File: config.mk
export PLATFORM = sky130hd
export DESIGN_NAME = counter_bus_reader
export DESIGN_NICKNAME = d
export VERILOG_FILES = /design/src/rtl/counter_bus_reader.sv
export SDC_FILE = /design/constraint.sdc
export NUM_CORES = 1
export LEC_CHECK = 0
export CORE_ASPECT_RATIO = 0.9
export CORE_MARGIN = 4
export CORE_UTILIZATION = 55
export CTS_BUF_LIST = sky130_fd_sc_hd__clkbuf_16
export CTS_CLUSTER_SIZE = 14
export DETAILED_ROUTE_END_ITERATION = 10
export PLACE_DENSITY = 0.75
export SYNTH_ARGS = -nofsm -noshare
export SYNTH_HDL_FRONTEND = slang
export SYNTH_SLANG_ARGS = --single-unit
File: constraint.sdc
create_clock -name clk -period 4.3 [get_ports clk]
set_input_delay 1.075 -clock clk [delete_from_list [all_inputs] [get_ports clk]]
set_output_delay 1.075 -clock clk [all_outputs]
set_load 0.01 [all_outputs]
File: src/rtl/counter_bus_reader.sv
// counter_bus_reader: samples the shared count bus, checks count continuity and buffers samples in a FIFO
module counter_bus_reader #(
    parameter int WIDTH      = 8,
    parameter int FIFO_DEPTH = 4,
    parameter int PERIOD     = 16
) (
    input  logic                        clk,
    input  logic                        rst,
    input  logic                        start,
    input  logic                        stop,
    input  logic                        sample_req,
    input  logic                        resync,
    output logic                        bus_en,
    input  logic [WIDTH-1:0]            bus_q,
    output logic [WIDTH-1:0]            data_out,
    output logic                        data_valid,
    input  logic                        data_ready,
    output logic [$clog2(FIFO_DEPTH):0] fifo_level,
    output logic                        seq_err,
    output logic                        overflow,
    input  logic                        err_clr
);
    localparam int AW = $clog2(FIFO_DEPTH);
    localparam int LW = AW + 1;
    localparam int PW = $clog2(PERIOD);

    typedef enum logic [1:0] {IDLE, ENABLE, SAMPLE, RELEASE} state_t;

    state_t           state_q, state_d;
    logic             bus_en_q, bus_en_d;
    logic             running_q, running_d;
    logic [PW-1:0]    tick_cnt_q, tick_cnt_d;
    logic             pending_q, pending_d;
    logic             first_q, first_d;
    logic             resync_seen_q, resync_seen_d;
    logic [WIDTH-1:0] last_q, last_d;
    logic [WIDTH-1:0] delta_q, delta_d;
    logic             seq_err_q, seq_err_d;
    logic             overflow_q, overflow_d;
    logic [AW-1:0]    wr_q, wr_d, rd_q, rd_d;
    logic [LW-1:0]    level_q, level_d;
    logic [WIDTH-1:0] mem_q [FIFO_DEPTH];
    logic [WIDTH-1:0] mem_d [FIFO_DEPTH];
    logic             tick, trig, capture, pop, full, push, mismatch;

    always_comb begin
        tick     = running_q && tick_cnt_q == PW'(PERIOD - 1);
        trig     = sample_req || tick;
        capture  = state_q == SAMPLE;
        pop      = level_q != '0 && data_ready;
        full     = level_q == LW'(FIFO_DEPTH);
        push     = capture && (!full || pop);
        mismatch = capture && !(first_q || resync_seen_q || resync) && bus_q != last_q + delta_q;
        case (state_q)
            IDLE:    state_d = (trig || pending_q) ? ENABLE : IDLE;
            ENABLE:  state_d = SAMPLE;
            SAMPLE:  state_d = RELEASE;
            default: state_d = IDLE;
        endcase
        // a trigger outside IDLE is remembered once and consumed by the next IDLE cycle
        pending_d     = state_q == IDLE ? 1'b0 : pending_q || trig;
        bus_en_d      = state_d == ENABLE || state_d == SAMPLE;
        running_d     = stop ? 1'b0 : start ? 1'b1 : running_q;
        tick_cnt_d    = (stop || start || !running_q || tick) ? '0 : tick_cnt_q + PW'(1);
        delta_d       = capture ? WIDTH'(1) : delta_q + WIDTH'(1);
        resync_seen_d = capture ? 1'b0 : resync_seen_q || resync;
        first_d       = capture ? 1'b0 : first_q;
        last_d        = capture ? bus_q : last_q;
        seq_err_d     = mismatch || (seq_err_q && !err_clr);
        overflow_d    = (capture && full && !pop) || (overflow_q && !err_clr);
        mem_d         = mem_q;
        if (push)
            mem_d[wr_q] = bus_q;
        wr_d          = wr_q + AW'(push);
        rd_d          = rd_q + AW'(pop);
        level_d       = level_q + LW'(push) - LW'(pop);
    end

    always_ff @(posedge clk or posedge rst) begin
        if (rst) begin
            state_q       <= IDLE;
            bus_en_q      <= 1'b0;
            running_q     <= 1'b0;
            tick_cnt_q    <= '0;
            pending_q     <= 1'b0;
            first_q       <= 1'b1;
            resync_seen_q <= 1'b0;
            last_q        <= '0;
            delta_q       <= '0;
            seq_err_q     <= 1'b0;
            overflow_q    <= 1'b0;
            wr_q          <= '0;
            rd_q          <= '0;
            level_q       <= '0;
            mem_q         <= '{default: '0};
        end else begin
            state_q       <= state_d;
            bus_en_q      <= bus_en_d;
            running_q     <= running_d;
            tick_cnt_q    <= tick_cnt_d;
            pending_q     <= pending_d;
            first_q       <= first_d;
            resync_seen_q <= resync_seen_d;
            last_q        <= last_d;
            delta_q       <= delta_d;
            seq_err_q     <= seq_err_d;
            overflow_q    <= overflow_d;
            wr_q          <= wr_d;
            rd_q          <= rd_d;
            level_q       <= level_d;
            mem_q         <= mem_d;
        end
    end

    assign bus_en     = bus_en_q;
    assign data_out   = mem_q[rd_q];
    assign data_valid = level_q != '0;
    assign fifo_level = level_q;
    assign seq_err    = seq_err_q;
    assign overflow   = overflow_q;
endmodule

==> results of run 1 <==
==> kinds of logic (layout without fill, tap and decap cells) <==
kind of cell    Yosys count  after routing  synth area share [%]
simple gates             45             45                  8.57
flops                    68             68                  51.9
xor+xnor                 28             28                  7.47
fa+ha+maj                17             17                  6.94
buf+inv                  17             58                  2.06
mux                      49             49                  19.5
compound gates           18             18                  3.58
==> worst min-delay path by stage <==
stage                   startpoint                  end
2_1_floorplan  first_q$_DFFE_PP1P_  first_q$_DFFE_PP1P_
3_3_place_gp   first_q$_DFFE_PP1P_  first_q$_DFFE_PP1P_
3_5_place_dp   first_q$_DFFE_PP1P_  first_q$_DFFE_PP1P_
4_1_cts        first_q$_DFFE_PP1P_  first_q$_DFFE_PP1P_
5_1_grt        first_q$_DFFE_PP1P_  first_q$_DFFE_PP1P_
6_report       first_q$_DFFE_PP1P_  first_q$_DFFE_PP1P_
==> registers in the layout (all words and copies together), names as in the netlist <==
register and count:
wr_q 2, pending_q 1, delta_q 8, overflow 1, mem_q 32, rd_q 2, running_q 1, seq_err 1
fifo_level 3, resync_seen_q 1, state_q 2, last_q 8, bus_en 1, tick_cnt_q 4, first_q 1
==> layer usage <==
layer  global-route usage (%)  share of wire [%]
met5                        0                  0
met4                     8.04                1.6
met3                     5.38                4.2
met2                     28.6                 46
met1                     25.3                 48
==> stage by stage <==
stage               cell area, um^2  setup slack, ns  hold slack (ns)  util (%)
floorplan                      3280             1.52            0.432         -
CTS                            3940             1.05            0.457      68.8
global placement               3670             1.21            0.443      64.1
detailed placement             3670             1.16            0.449      64.1
global route                   3940            0.971            0.491      68.8
finish                         3940             1.09            0.455      68.8
==> area by class of cell <==
class | instances | share of cell area, %
Clock buffer | 9 | 5.71
Timing Repair Buffer | 33 | 8.19
Tap cell | 70 | 2.22
Inverter | 11 | 1.11
Sequential cell | 68 | 43.2
Clock inverter | 5 | 1.17
Multi-Input combinational cell | 157 | 38.4
==> critical path: stages, from the launching register on <==
cell,delay (ns)
dfrtp_1,0.71
mux4_2,0.60
clkdlybuf4s50_1,0.50
==> power groups by stage <==
stage / clock, mW / sequential (mW) / combinational (mW)
5_1_grt: 0.722 / 1.20 / 1.52
6_report: 0.677 / 1.16 / 1.37
2_1_floorplan: 0 / 1.07 / 1.04
3_3_place_gp: 0 / 1.16 / 1.34
4_1_cts: 0.689 / 1.16 / 1.39
3_5_place_dp: 0 / 1.17 / 1.37
==> cell usage in the layout, fill, tap and decap left out, types with 2 or more instances in the layout <==
master / count
mux2_1: 3
buf_4: 3
fa_1: 2
o21ai_0: 3
inv_1: 10
mux2_2: 37
nor2b_1: 2
mux4_2: 8
ha_1: 15
clkinv_1: 2
xor2_1: 15
and3_1: 3
dfrtp_1: 67
nor2_1: 16
a21oi_1: 6
clkbuf_16: 9
nand3_1: 10
xnor2_1: 13
nand4_1: 2
a21o_1: 2
clkdlybuf4s50_1: 30
==> key figures, run 1 <==
Outcome
  • Status: complete, no violations

GRT
  • GRT Total Usage: 18.8%
  • Pin count of the biggest net entering global routing: 31
  • Total grt overflow: 0
  • Vias in the first global route: 2023
  • Initial antenna violation count: 0
  • First-pass GRT wire length: 9980 um

Synthesis
  • Top post-synthesis cells by count: 67 x dfrtp_1, 37 x mux2_2, 16 x nor2_1, 15 x ha_1, 15 x xor2_1
  • Most frequent cell after synthesis: dfrtp_1
  • Number of synthesized register bits: 68
  • Post-synth net total: 275
  • Top post-synthesis cells by area: dfrtp_1 51%, mux2_2 13%, ha_1 5.7%
  • Yosys warning total: 0
  • Netlist cell types: 42
  • Fraction of post-synthesis cell area in the top cell type by area: 51.1%
  • Synth area leader: dfrtp_1
  • Register area share after synthesis: 51.9%
  • Prevailing post-synth register cell: dfrtp_1
  • Post-synthesis async set-or-reset flop share: 100%
  • Mapped Area: 0.00328 mm^2
  • Syn avg cell area: 13.6 um^2
  • Number of enable flip-flop cells after synthesis: 0
  • Synth Instances: 242

Pwr
  • Clock group share of total power: 21.1%
  • Leakage power: 1.76 nW
  • Cell internal pwr: 2.16 mW
  • Pwr dens: 813 mW/mm^2
  • Seq pwr share: 36.1%
  • Net Switching: 1.04 mW
  • Logic pwr share: 42.8%
  • Worst VDD drop: 0.487 mV
  • Total Power: 3.21 mW
  • Switching share of power: 32.5%

Finish
  • Post-Layout Cell Count: 353
  • # diodes: 0
  • Area occupied by multi-input gates: 0.00151 mm^2
  • Net total in the final layout: 313
  • Seq. cell area: 0.00170 mm^2
  • Area Growth Syn to Fin: 20.0%
  • Fillers: 445
  • Fraction of layout cells with a size suffix above 1: 24.4%

Floorplan
  • Die area: 0.00727 mm^2
  • I/O pin cnt: 31
  • Die Span Y: 81.3 um
  • Initial core utilization: 57.3%
  • Row count: 26
  • Die Wd: 89.4 um
  • Core Area: 0.00573 mm^2

Worst setup path
  • Crit start category: flop
  • Critical Path Start: rd_q[0]$_DFF_PP0_
  • Arr. time, crit path: 2.13 ns
  • Worst EP required: 3.22 ns
  • R2R depth: 8
  • Worst setup EP type: output port
  • Critical path peak fanout: 9
  • R2R Path End: fifo_level[2]$_DFF_PP0_
  • Worst Setup EP: data_out[7]
  • Crit Reg-Reg Startpoint: fifo_level[2]$_DFF_PP0_
  • WS Path Type: flop to output port
  • Reg2Reg Setup Slack: 2.02 ns

Clock tree
  • Post-cts resize count: 0
  • Post-CTS Setup Repair Bufs: 0
  • CTS H-tree depth: 3
  • CTS Root Buffer Type: clkbuf_16
  • Cts bufs inserted: 9
  • Hold-fix buffers, CTS: 0
  • CTS tree: yes
  • CTS max path bufs: 2
  • Clock latency on the worst-skew pair: 0.32 ns
  • CTS sink count: 68
  • Clk slew on worst S/H paths: 0.05 ns

Timing
  • RSZ-0062 raised after global routing: no
  • Final Hold Viols: 0
  • Final Setup Violations: 0
  • Period utilization: 74.5%
  • Max Fclk: 312 MHz
  • Min Tclk post-route: 3.21 ns
  • Clk_skew: 0.00710 ns
  • Fin. max-slew vios: 0
  • Worst-Margin Slew: 0.632 ns
  • Setup TNS: 0 ns
  • Slew headroom: 57.8%

Drt
  • TritonRoute pass-1 iters: 4
  • ANT nets after route: 0
  • Mean routed wirelength per cell: 16.7 um
  • Vias/cell: 5.51
  • Total Wirelength: 5890 um
  • Iteration-0 DRC Markers: 84
  • DRC errors left: 0
  • Detailed-route via count: 1945

Placed design
  • DP HPWL: 4050 um
  • GPL Wtd Cong: 0.811
  • Number of port buffers: 30
  • Cell Count Post-Placement: 339

Worst hold path
  • Hold crit path type: flop to flop
  • Hold depth: 2

Job
  • MaxCap Viol Count: 0
Power figures use the tool's default switching activity.
==> run 2, diff against run 1 <==
- CORE_UTILIZATION: 55 -> 51
- PLACE_DENSITY: 0.75 -> 0.73
- clock period: 4.3 -> 2.65 ns (I/O delays scaled with it)
==> run 2 against run 1 <==
Critical path depth rose by 1. Sequential power up 59%. Global-route usage decreased by 1.7 points. Non-clock buffer count is 4 higher. Core utilization decreased by 3.8 points. First-iteration DRC count fell by 13%. Critical endpoint is now data_out[4]. Largest cell class unchanged. Highest routed layer unchanged.
==> key figures, run 2 (synthesized netlist as in run 1, its figures left out) <==
Outcome
  • Status: complete, no violations

Drt
  • DRC errors left: 0 (unchanged)
  • Mean routed wirelength per cell: 15.6 um (-6.6%)
  • ANT nets after route: 0 (unchanged)
  • Vias/cell: 5.26 (-4.5%)
  • TritonRoute pass-1 iters: 4 (unchanged)
  • Iteration-0 DRC Markers: 73 (-13%)
  • Total Wirelength: 5860 um (-0.51%)
  • Detailed-route via count: 1978 (+1.7%)

Worst setup path
  • CP max-delay cell: mux4_2
  • CP max stage delay: 0.53 ns (-0.18 ns)
  • Reg2Reg Setup Slack: 0.33 ns (-1.69 ns)
  • Arr. time, crit path: 1.91 ns (-0.22 ns)
  • Critical path peak fanout: 8 (-1)
  • Buf/Inv on CP: 2 (+1)
  • Cells along the critical path: buf_4 > mux4_2 > clkdlybuf4s50_1
  • CP delay by family, top: buffers and inverters
  • WS Path Type: flop to output port
  • Crit start category: flop
  • Worst EP required: 1.99 ns (-1.23 ns)
  • Worst setup EP type: output port

Clock tree
  • Post-cts resize count: 0 (unchanged)
  • CTS H-tree depth: 3 (unchanged)
  • Post-CTS Setup Repair Bufs: 0 (unchanged)
  • Clk slew on worst S/H paths: 0.05 ns (about the same)
  • CTS max path bufs: 2 (unchanged)
  • CTS tree: yes
  • CTS Root Buffer Type: clkbuf_16
  • Cts bufs inserted: 9 (unchanged)
  • Clock latency on the worst-skew pair: 0.32 ns (about the same)
  • Hold-fix buffers, CTS: 0 (unchanged)
  • CTS sink count: 68 (unchanged)

Timing
  • Clk_skew: 0.00484 ns (-0.00226 ns)
  • Worst-Margin Slew: 0.472 ns (-0.161 ns)
  • Max Fclk: 388 MHz
  • Worst setup margin: 0.0734 ns (-1.02 ns)
  • Setup TNS: 0 ns (unchanged)
  • Final Setup Violations: 0 (unchanged)
  • Slew headroom: 68.6% (+11 points)
  • Min Tclk post-route: 2.58 ns
  • Period utilization: 97.2%
  • Fin. max-slew vios: 0 (unchanged)
  • Final hold slack: 0.459 ns (+0.00388 ns)
  • Final Hold Viols: 0 (unchanged)
  • RSZ-0062 raised after global routing: no

GRT
  • Total grt overflow: 0 (unchanged)
  • Vias in the first global route: 2095 (+3.6%)
  • Initial antenna violation count: 0 (unchanged)
  • Pin count of the biggest net entering global routing: 35 (+13%)
  • First-pass GRT wire length: 10300 um (+2.8%)
  • GRT Total Usage: 17.2% (-1.7 points)

Finish
  • Max reg flops: 32 (unchanged)
  • Net total in the final layout: 317 (+1.3%)
  • Most frequent cells in the layout: 67 x dfrtp_1, 37 x mux2_2, 30 x clkdlybuf4s50_1
  • Largest reg by FF count: mem_q
  • Commonest non-fill, non-tap cell in the layout: dfrtp_1
  • Top Registers: mem_q: 32 flops, delta_q: 8 flops, last_q: 8 flops
  • Finished Cell Area: 0.00402 mm^2 (+2.0%)
  • # diodes: 0 (unchanged)
  • Fraction of layout cells with a size suffix above 1: 26.3% (+1.9 points)
  • Area Growth Syn to Fin: 22.4%

Placed design
  • GPL Wtd Cong: 0.790 (-2.6%)
  • DP HPWL: 4120 um (+1.8%)
  • Number of port buffers: 30 (unchanged)
  • Placed cell area: 0.00373 mm^2 (+1.7%)
  • DP Worst Slack: -0.0668 ns (-1.23 ns)

Pwr
  • Total Power: 5.24 mW (+64%)
  • Cell internal pwr: 3.55 mW (+64%)
  • Logic pwr share: 43.5% (+0.7 points)
  • Seq pwr share: 35.1% (-1.0 points)
  • Clock group share of total power: 21.4% (+0.3 points)
  • Worst VDD drop: 0.709 mV (+46%)
  • Net Switching: 1.69 mW (+62%)
  • Pwr dens: 1300 mW/mm^2 (+60%)
  • Leakage power: 1.80 nW (+2.0%)
  • Switching share of power: 32.3% (-0.25 points)

Floorplan
  • I/O pin cnt: 31 (unchanged)
  • Die Span Y: 84.1 um (+3.5%)
  • Die area: 0.00779 mm^2 (+7.1%)
  • Initial core utilization: 53.1% (-4.2 points)
  • Core Area: 0.00618 mm^2 (+8.0%)
  • Die Wd: 92.6 um (+3.5%)
  • Row count: 27 (+3.8%)

Worst hold path
  • Hold crit path type: flop to flop

Job
  • MaxCap Viol Count: 0 (unchanged)
run 2: cell count changes in the layout (fill, tap and decap cells not counted), sizes merged:
cell,change
buf,+4
clkinvlp,+1
inv,+1
run 2: power by group through the flow:
| stage | logic, mW | registers, mW | clock network [mW] |
|---|---|---|---|
| floorplan | 1.69 | 1.74 | 0 |
| global placement | 2.26 | 1.83 | 0 |
| detailed placement | 2.32 | 1.86 | 0 |
| CTS | 2.32 | 1.84 | 1.16 |
| global route | 2.53 | 1.91 | 1.20 |
| finish | 2.28 | 1.84 | 1.12 |
run 2: metal layers:
metal / track usage (%) / up-vias / share of wire [%]
met3: 5.86 / 2 / 4.1
met1: 22.7 / 992 / 46
met5: 0 / - / 0
met2: 27.1 / 42 / 49
met4: 4.86 / 0 / 0.51
li1: - / 942 / -
run 2: final timing paths:
kind	start	endpoint	cells past startpoint
max	rd_q[0]$_DFF_PP0_	data_out[4]	3
min	first_q$_DFFE_PP1P_	first_q$_DFFE_PP1P_	2
max reg2reg	fifo_level[2]$_DFF_PP0_	fifo_level[2]$_DFF_PP0_	8
min reg2reg	first_q$_DFFE_PP1P_	first_q$_DFFE_PP1P_	2
max in group asynchronous	rst	first_q$_DFFE_PP1P_	3
min in group asynchronous	rst	resync_seen_q$_DFF_PP0_	2
run 2: worst min-delay path: stages, from the launching register on:
cell,delay [ns]
dfstp_2,0.36
inv_1,0.06
nor2_1,0.04
run 2: layout make-up:
cell class	count	area, um^2
Clock buffer	9	225
Clock inverter	7	60.1
Fill cell	472	2160
Timing Repair Buffer	37	365
Tap cell	87	109
Inverter	11	43.8
Multi-Input combinational cell	157	1510
Sequential cell	68	1700
run 2: per-stage QoR:
step                cells  util (%)
finish                376      65.0
global route          376      65.0
CTS                   376      65.0
detailed placement    360      60.4
global placement      360      60.4
floorplan             242         -
==> run 3, diff against run 2 <==
- CORE_UTILIZATION: 51 -> 25
- PLACE_DENSITY: 0.73 -> 0.41
==> run 3 against run 2 <==
Critical endpoint is now data_out[5]. Via count is 1.4% higher. Power increased by 3.8%. Largest cell class unchanged. Combinational power is 2% higher.
==> key figures, run 3 (synthesized netlist as in run 1, its figures left out) <==
Clock tree
  • Post-CTS Setup Repair Bufs: 0 (unchanged)
  • Post-cts resize count: 1 (+1)
  • CTS max path bufs: 2 (unchanged)
  • CTS Root Buffer Type: clkbuf_16
  • Clk slew on worst S/H paths: 0.06 ns (about the same)
  • CTS tree: yes
  • Cts bufs inserted: 9 (unchanged)
  • Clock latency on the worst-skew pair: 0.33 ns (about the same)
  • CTS H-tree depth: 3 (unchanged)
  • Hold-fix buffers, CTS: 0 (unchanged)
  • CTS sink count: 68 (unchanged)

Placed design
  • Number of port buffers: 30 (unchanged)
  • GPL Wtd Cong: 0.743 (-6.0%)
  • DP HPWL: 4930 um (+20%)
  • Cell Count Post-Placement: 440 (+22%)

Floorplan
  • Row count: 39 (+44%)
  • Initial core utilization: 25.7% (-27 points)
  • Die area: 0.0150 mm^2 (+93%)
  • Die Span Y: 117 um (+39%)
  • Die Wd: 129 um (+39%)
  • I/O pin cnt: 31 (unchanged)
  • Core Area: 0.0128 mm^2 (+110%)

Worst setup path
  • Crit start category: flop
  • WS Path Type: flop to output port
  • R2R depth: 8 (unchanged)
  • Worst EP required: 1.99 ns (about the same)
  • Arr. time, crit path: 1.90 ns (about the same)
  • Worst setup EP type: output port
  • Reg2Reg Setup Slack: 0.36 ns (+0.03 ns)
  • Critical path peak fanout: 8 (unchanged)

Worst hold path
  • Hold crit path type: flop to flop
  • Hold depth: 2 (unchanged)

Timing
  • Fin. max-slew vios: 0 (unchanged)
  • Slew headroom: 67.2% (-1.4 points)
  • Max Fclk: 390 MHz (+0.44%)
  • Period utilization: 96.8% (-0.42 points)
  • Clk_skew: 0.00623 ns (+0.00139 ns)
  • Worst-Margin Slew: 0.491 ns (+0.0197 ns)
  • Final hold slack: 0.459 ns (-0.000289 ns)
  • RSZ-0062 raised after global routing: no
  • Min Tclk post-route: 2.57 ns (-0.0112 ns)
  • Final Hold Viols: 0 (unchanged)
  • Final Setup Violations: 0 (unchanged)

GRT
  • GRT Total Usage: 10.2% (-7.0 points)
  • Vias in the first global route: 2179 (+4.0%)
  • First-pass GRT wire length: 11600 um (+13%)
  • Initial antenna violation count: 0 (unchanged)
  • Pin count of the biggest net entering global routing: 30 (-14%)
  • Total grt overflow: 0 (unchanged)

Drt
  • Mean routed wirelength per cell: 15.1 um (-3.0%)
  • Total Wirelength: 6890 um (+18%)
  • ANT nets after route: 0 (unchanged)
  • Detailed-route via count: 2006 (+1.4%)
  • TritonRoute pass-1 iters: 2 (-2)
  • Vias/cell: 4.40 (-16%)
  • DRC errors left: 0 (unchanged)
  • Iteration-0 DRC Markers: 60 (-18%)

Finish
  • Net total in the final layout: 320 (+0.95%)
  • Max reg flops: 32 (unchanged)
  • Commonest non-fill, non-tap cell in the layout: dfrtp_1
  • Area Growth Syn to Fin: 27.6%
  • Post-Layout Cell Count: 456 (+21%)
  • Fraction of layout cells with a size suffix above 1: 28.1% (+1.8 points)
  • Most frequent cells in the layout: 66 x dfrtp_1, 37 x mux2_2, 30 x clkdlybuf4s50_1
  • Largest reg by FF count: mem_q
  • Top Registers: mem_q: 32 flops, delta_q: 8 flops, last_q: 8 flops
  • # diodes: 0 (unchanged)

Pwr
  • Worst VDD drop: 0.515 mV (-27%)
  • Pwr dens: 1300 mW/mm^2 (-0.42%)
  • Leakage power: 1.83 nW (+1.6%)

Job
  • MaxCap Viol Count: 0 (unchanged)

Outcome
  • Status: complete, no violations
==> run 3: cell types whose count changed in the layout (fill, tap and decap cells not counted), sizes merged <==
cell,change
clkinv,+1
inv,-2
bufinv,+1
buf,+3
==> run 3: layout make-up <==
type | instances | area [um^2]
Fill cell | 1308 | 8590
Sequential cell | 68 | 1700
Multi-Input combinational cell | 157 | 1510
Timing Repair Buffer | 40 | 408
Clock buffer | 9 | 225
Tap cell | 164 | 205
Clock inverter | 7 | 91.3
Inverter | 11 | 43.8
==> run 3: worst paths after layout <==
kind / startpoint / to
hold / removal: first_q$_DFFE_PP1P_ / first_q$_DFFE_PP1P_
setup / recovery: rd_q[0]$_DFF_PP0_ / data_out[5]
hold reg to reg: first_q$_DFFE_PP1P_ / first_q$_DFFE_PP1P_
max in group asynchronous: rst / first_q$_DFFE_PP1P_
setup reg to reg: fifo_level[2]$_DFF_PP0_ / fifo_level[2]$_DFF_PP0_
min in group asynchronous: rst / pending_q$_DFF_PP0_
==> run 3: power by group <==
part	switching [mW]	internal (mW)	total (mW)
sequential	0.339	1.50	1.84
combinational	0.977	1.35	2.33
clock	0.455	0.820	1.28
total	1.77	3.67	5.45
==> run 3: worst max-delay path: stages (launching register included) <==
cell and delay [ns]:
dfrtp_1 0.38, buf_8 0.17, mux4_2 0.52, clkdlybuf4s50_1 0.49
==> run 3: metrics by stage <==
stage	setup slack (ns)	total power [mW]	area [um^2]	TNS [ns]	util, %
after floorplan	0.278	3.43	3280	0	-
after global placement	0.0222	4.19	3860	0	30.2
after detailed placement	-0.0472	4.23	3860	-0.0472	30.2
after CTS	0.0346	5.55	4190	0	32.7
after global routing	0.00280	5.87	4190	0	32.8
final	0.0846	5.45	4190	0	32.8
==> run 3: metal layers <==
metal	global-route usage, %	routed length [um]	share of wire [%]	up-vias
met5	0	0	0	-
met4	2.73	74	1.1	0
met3	4.21	258	3.7	6
met2	15.6	3160	46	28
met1	13.5	3400	49	1023
li1	-	-	-	949
